$ cat src/rtl/rst_seq_gen.sv
// Multi-channel reset sequencer: releases P_NUM_CH active-high resets in order after a hold
// period, with soft-reset re-sequencing and done/busy status. All outputs registered.
module rst_seq_gen #(
    parameter int P_NUM_CH              = 4,
    parameter int P_NUM_CLK_RST_RELEASE = 100,
    parameter int P_CH_GAP              = 16,
    parameter int P_SRST_MIN            = 8
) (
    input  logic                clk_i,
    input  logic                rsth_i,
    input  logic                en_i,
    input  logic                srst_req_i,
    output logic [P_NUM_CH-1:0] rsth_o,
    output logic                done_o,
    output logic                busy_o
);

    localparam int MAX_A = (P_NUM_CLK_RST_RELEASE > P_CH_GAP) ? P_NUM_CLK_RST_RELEASE : P_CH_GAP;
    localparam int MAX_V = (MAX_A > P_SRST_MIN) ? MAX_A : P_SRST_MIN;
    localparam int CW    = $clog2(MAX_V + 1);
    localparam int IW    = $clog2(P_NUM_CH + 1);

    localparam logic [CW-1:0] HOLD_LAST = CW'(P_NUM_CLK_RST_RELEASE - 1);
    localparam logic [CW-1:0] GAP_LAST  = CW'((P_CH_GAP > 0) ? P_CH_GAP - 1 : 0);
    localparam logic [CW-1:0] SRST_LAST = CW'(P_SRST_MIN - 1);
    localparam logic [IW-1:0] LAST_CH   = IW'(P_NUM_CH - 1);

    // With no gap (or a single channel) the first release is also the last one.
    localparam bit                  ALL_AT_ONCE = (P_CH_GAP == 0) || (P_NUM_CH == 1);
    localparam logic [P_NUM_CH-1:0] FIRST_RST   = ALL_AT_ONCE ? '0 : ~P_NUM_CH'(1);

    typedef enum logic [2:0] {S_OFF, S_HOLD, S_SEQ, S_RUN, S_SRST} state_t;

    state_t              state, state_n;
    logic [CW-1:0]       cnt, cnt_n;
    logic [IW-1:0]       ch_idx, ch_n;
    logic [P_NUM_CH-1:0] rst_nxt;
    logic                done_n, busy_n;

    always_ff @(posedge clk_i) begin
        if (rsth_i) begin
            state  <= S_OFF;
            cnt    <= '0;
            ch_idx <= '0;
            rsth_o <= '1;
            done_o <= 1'b0;
            busy_o <= 1'b0;
        end else begin
            state  <= state_n;
            cnt    <= cnt_n;
            ch_idx <= ch_n;
            rsth_o <= rst_nxt;
            done_o <= done_n;
            busy_o <= busy_n;
        end
    end

    always_comb begin
        state_n = state;
        cnt_n   = cnt;
        ch_n    = ch_idx;
        rst_nxt = rsth_o;
        unique case (state)
            S_OFF: begin
                if (en_i) begin
                    state_n = S_HOLD;
                    cnt_n   = '0;
                end
            end
            S_HOLD: begin
                if (cnt == HOLD_LAST) begin
                    state_n = ALL_AT_ONCE ? S_RUN : S_SEQ;
                    rst_nxt = FIRST_RST;
                    cnt_n   = '0;
                    ch_n    = IW'(1);
                end else begin
                    cnt_n = cnt + CW'(1);
                end
            end
            S_SEQ: begin
                if (srst_req_i) begin
                    state_n = S_SRST;
                    rst_nxt = '1;
                    cnt_n   = '0;
                    ch_n    = '0;
                end else if (cnt == GAP_LAST) begin
                    for (int k = 0; k < P_NUM_CH; k++)
                        if (IW'(k) == ch_idx) rst_nxt[k] = 1'b0;
                    cnt_n = '0;
                    ch_n  = ch_idx + IW'(1);
                    if (ch_idx == LAST_CH) state_n = S_RUN;
                end else begin
                    cnt_n = cnt + CW'(1);
                end
            end
            S_RUN: begin
                if (srst_req_i) begin
                    state_n = S_SRST;
                    rst_nxt = '1;
                    cnt_n   = '0;
                    ch_n    = '0;
                end
            end
            S_SRST: begin
                // A repeated request restarts the minimum assertion window.
                if (srst_req_i) begin
                    cnt_n = '0;
                end else if (cnt == SRST_LAST) begin
                    state_n = ALL_AT_ONCE ? S_RUN : S_SEQ;
                    rst_nxt = FIRST_RST;
                    cnt_n   = '0;
                    ch_n    = IW'(1);
                end else begin
                    cnt_n = cnt + CW'(1);
                end
            end
            default: begin
                state_n = S_OFF;
                rst_nxt = '1;
                cnt_n   = '0;
                ch_n    = '0;
            end
        endcase

        if (!en_i) begin
            state_n = S_OFF;
            rst_nxt = '1;
            cnt_n   = '0;
            ch_n    = '0;
        end

        done_n = (state_n == S_RUN);
        busy_n = (state_n == S_HOLD) || (state_n == S_SEQ) || (state_n == S_SRST);
    end

endmodule

$ cat config.mk
export PLATFORM = sky130hd
export DESIGN_NAME = rst_seq_gen
export DESIGN_NICKNAME = d
export VERILOG_FILES = /design/src/rtl/rst_seq_gen.sv
export SDC_FILE = /design/constraint.sdc
export NUM_CORES = 1
export LEC_CHECK = 0
export CAP_MARGIN = 20
export CORE_ASPECT_RATIO = 2
export CORE_MARGIN = 2
export CORE_UTILIZATION = 32
export CTS_BUF_LIST = sky130_fd_sc_hd__clkbuf_2 sky130_fd_sc_hd__clkbuf_4 sky130_fd_sc_hd__clkbuf_8
export CTS_CLUSTER_SIZE = 40
export DETAILED_ROUTE_END_ITERATION = 16
export PLACE_DENSITY = 0.55
export SLEW_MARGIN = 20
export SYNTH_ARGS = -nofsm -noshare
export SYNTH_HDL_FRONTEND = slang
export SYNTH_SLANG_ARGS = --single-unit
$ cat constraint.sdc
create_clock -name clk_i -period 6.7 [get_ports clk_i]
set_input_delay 1.675 -clock clk_i [delete_from_list [all_inputs] [get_ports clk_i]]
set_output_delay 1.675 -clock clk_i [all_outputs]
set_load 0.1 [all_outputs]
[Word level (Yosys, flattened, before mapping)]
Index checks and enable logic that the tools add are counted.
Word-level totals
  input port bits: 4
  flip-flop bits (word level): 19
  output and inout bits: 6
Operators by class
  reduce and logical (&&, ||, !) cells: 10
  add/sub/neg operators: 2
  mux-type cells: 34
  bitwise gates (word level): 2
  equality and inequality tests: 24
Operator list (number)
  $mux 3: 14
  $mux 7: 6
  $pmux 3 s5: 2
  $pmux 7 s4: 1
  $reduce_and 7->1: 4
  $mux 4: 6
  $pmux 4 s5: 1
  $eq 3x2->1 const B: 5
  $ne 3x3->1 const B: 5
  $ne 2x2->1 const B: 4
  $add 7x1->7 const B: 1
  $eq 7x3->1 const B: 1
  $eq 7x4->1 const B: 1
  $eq 7x7->1 const B: 1
  $eq 2x3->1 const A: 2
  $eq 3x1->1 const B: 2
  $eq 3x3->1 const B: 2
  $logic_not 3->1: 2
  $reduce_and 6->1: 1
  $mux 1: 4
  $add 3x1->3 const B: 1
  $eq 1x3->1 const A: 1
  $logic_or 1x1->1: 2
  $not 1->1: 2
  $reduce_or 2->1: 1

[Longest topological paths before layout]
  depth in word-level cells: 9
  gate-level depth with buffers: 6
  depth with buffers taken out: 5

[Worst setup path after synthesis]
No wires, ideal clock.
  path kind: input port to flip-flop
  start point: input srst_req_i
  end point: register ch_idx[2]
  slack: 3.461 ns
  data arrival time: 3.118 ns
  data required time: 6.579 ns
  buffers on the path: 1
  library setup time: 0.121 ns
  stages on the path: 4
  path through: clkbuf_1 > or3_4 > a2111oi_4 > mux2_4
Between the ends
  word-level cells in the longest chain between the ends: 2
  elaborated cells between the ends (all ways): 6
  those cells by class: eq/ne: 3; mux: 2; reduce/logical: 1
Ends and longest elaborated chain
  start, declared: RTL line 12  | input logic srst_req_i,
  $ne 3x3->1 (no source line) (tied with other cells)
  $reduce_and 6->1 (no source line) or $pmux 3 s5 (tied branches)
  end signal, assigned: RTL line 51  | ch_idx <= ch_n;
  end, declared: RTL line 36  | logic [IW-1:0] ch_idx, ch_n;
Several ways; a longest one is shown, not always the timed one.
A chain may end at the register's enable or synchronous reset.

[Worst setup path in the final report]
Ends and elaborated chain as after synthesis.

==> impl_results.md <==
* WL met3 at 88 um
* Fmax at 0.271 GHz
* CTS tree: done
* Remaining DRCs at 0
* Post-synthesis cell area at 1220 um^2
* PwrDens at 162 nW/um^2
* Worst min path class: reg2reg
* Core ar. at 3650 um^2
* Worst r2r path cells at 4
* Hold path depth at 2
* Post-synthesis sequential area ratio at 31.2%
* Post-route clock skew at 0.00712 ns
* Full die area at 4340 um^2
* Met1 WL at 1.21 mm
* Critical path required time at 6.85 ns
* WHS Endpoint: cnt[0]$_SDFFE_PP0N_
* PortBufs at 9
* Global-route wire length before repair at 5.12 mm
* Final min period at 3.70 ns
* R2R Path Start: cnt[2]$_SDFFE_PP0N_
* Synth area leader: dfxtp_1
* Post-route ant nets at 0
* Top sig layer: met4
* Antenna diodes at 0
* GRT Util Overall at 15.8%
* Fin. max-slew vios at 0
* Synth top cells by count: dfxtp_1 (19), inv_1 (8), nor2_1 (8)
* Fin util at 37.9%
* Critical R2R Capture: ch_idx[2]$_SDFFE_PP0P_
* Post-Route WL at 3.04 mm
* Outcome: finished clean
* Largest net degree at the start of global routing at 19
* #FFs+latches synth at 19
* Top cell type's share of synthesized area at 31.2%
* CP startpoint kind: input port
* Final period util at 55.2%
* Clk sinks at 19
* Initial drt markers at 21
* Root buf cell: clkbuf_8
* Post-DP HPWL at 2.27 mm
* Max_slew headroom at 34.7%
* Main synth FF type: dfxtp_1
* Worst EP arrival at 3.85 ns
* Crit. End Element: flip-flop
* Mean Syn Cell Area at 8.76 um^2
* R2r setup slk at 4.06 ns
* Number of synthesized flops with an enable pin at 0
* Met2 WL at 1.68 mm
* Fillers at 405
* Vias in the first global route at 1081
* Die Y at 91.2 um
* Hold buffer count at cts at 0
* MaxCap Viol Count at 0
* YS warnings at 0
* Min Hold Slack at 0.498 ns
* Synth area leaders: dfxtp_1 (31%), ha_1 (6.2%), a211oi_1 (4.3%)
* Fin nets at 154
* CTS Buf Count at 3
* Worst-margin pin slew at 0.976 ns
* H-tree depth at 1
* Initial antenna violation count at 0
* Setup CP Type: in2reg
* IO Count at 10
* Synth Instances at 139
* Via density at 5.60
* FFs w/ async S/R, synth at 0%
* Synthesis-to-finish area growth at 13.4%
* Share of cells above drive strength 1 at 8.39%
* Register area at 380 um^2
* Skew-Pair Late Insertion Delay at 0.26 ns
* Peak fanout along the critical path at 12
* Gpl congestion at 0.755
* Detailed Routing Iterations Pass 1 at 4
* Routed wire per std cell at 15.8 um
* CTS Buffer Depth at 2
* Initial Util at 33.4%
* Worst VDD drop at 0.000124 V
* Grt ovf at 0
* Die span in x at 47.6 um
* Leakage at 0.459 nW
* Vias at 1076
* Num rows at 31
* Clock transition at the registers of the reported paths at 0.08 ns
* # Post-CTS Setup Buffers at 0
* Area of the multi-input gates at 769 um^2
* Setup TNS at 0 ns
* Final setup viols at 0
* Unrepaired setup endpoints after global routing: no
* Fin. Hold Viols at 0
* Library cells used by synthesis at 48
* HP Start: cnt[0]$_SDFFE_PP0N_
* Count leader, synth: dfxtp_1
* Resize count post-CTS at 0
* Mapped Nets at 149
power by group:
group | internal [mW] | switching [mW] | total [mW]
Sequential | 0.114 | 0.00188 | 0.116
Clock | 0.0465 | 0.0405 | 0.0869
Combinational | 0.00704 | 0.0131 | 0.0202
per-stage QoR:
step / instance area, um^2 / instances / worst slack (ns) / power, mW
6_report: 1380 / 192 / 3.00 / 0.223
5_1_grt: 1380 / 192 / 2.90 / 0.229
4_1_cts: 1380 / 192 / 3.02 / 0.223
3_5_place_dp: 1330 / 188 / 2.75 / 0.138
3_3_place_gp: 1330 / 188 / 2.79 / 0.138
2_1_floorplan: 1220 / 139 / 3.46 / 0.133
cell families (layout without fill, tap and decap cells):
| kind of cell | Yosys count | after routing | share of synthesized area (%) |
|---|---|---|---|
| muxes | 3 | 3 | 2.88 |
| DFF | 19 | 19 | 31.2 |
| adders and majority gates | 6 | 6 | 6.17 |
| AOI/OAI and AO/OA | 39 | 39 | 25.1 |
| xor gates and xnor gates | 6 | 6 | 4.32 |
| and+or+nand+nor | 49 | 49 | 24.8 |
| buffers and inverters | 17 | 21 | 5.55 |
area by class of cell:
class                           instances  area share, %
Clock buffer                            4           3.54
Multi-Input combinational cell        103           55.8
Tap cell                               49           4.44
Timing Repair Buffer                    9           6.53
Inverter                                8           2.18
Sequential cell                        19           27.6
worst max path at each step:
stage	from	end	depth (start not counted)
floorplan	srst_req_i	ch_idx[2]$_SDFFE_PP0P_	4
global placement	srst_req_i	ch_idx[2]$_SDFFE_PP0P_	5
detailed placement	srst_req_i	ch_idx[2]$_SDFFE_PP0P_	5
CTS	srst_req_i	ch_idx[2]$_SDFFE_PP0P_	5
global route	srst_req_i	ch_idx[2]$_SDFFE_PP0P_	5
finish	srst_req_i	ch_idx[2]$_SDFFE_PP0P_	5
layout by cell type (no fill, tap or decap), types with 5 or more instances in the layout:
master	Yosys	layout
dfxtp_1	19	19
inv_1	8	8
nor3_1	5	5
a21oi_1	7	7
nand4_1	5	5
nor2_1	8	8
ha_1	6	6
a211oi_1	7	7
nand2_1	7	7
clkdlybuf4s50_1	0	9
xor2_1	5	5
state kept, by name, indices dropped and copies added (netlist names):
name and flops:
cnt 7, rsth_o 4, ch_idx 3, state 3, busy_o 1, done_o 1
routing by layer:
metal | vias to the layer above | track usage [%]
met5 | - | 0
met1 | 516 | 18.2
li1 | 533 | -
met3 | 5 | 1.99
met2 | 22 | 27.3
met4 | 0 | 6.31
critical path, stage by stage:
cell             delay [ns]
clkdlybuf4s50_1        0.59
or4b_2                 0.72
a31oi_1                0.38
a2111oi_4              0.14
mux2_4                 0.34
Power figures use the tool's default switching activity.
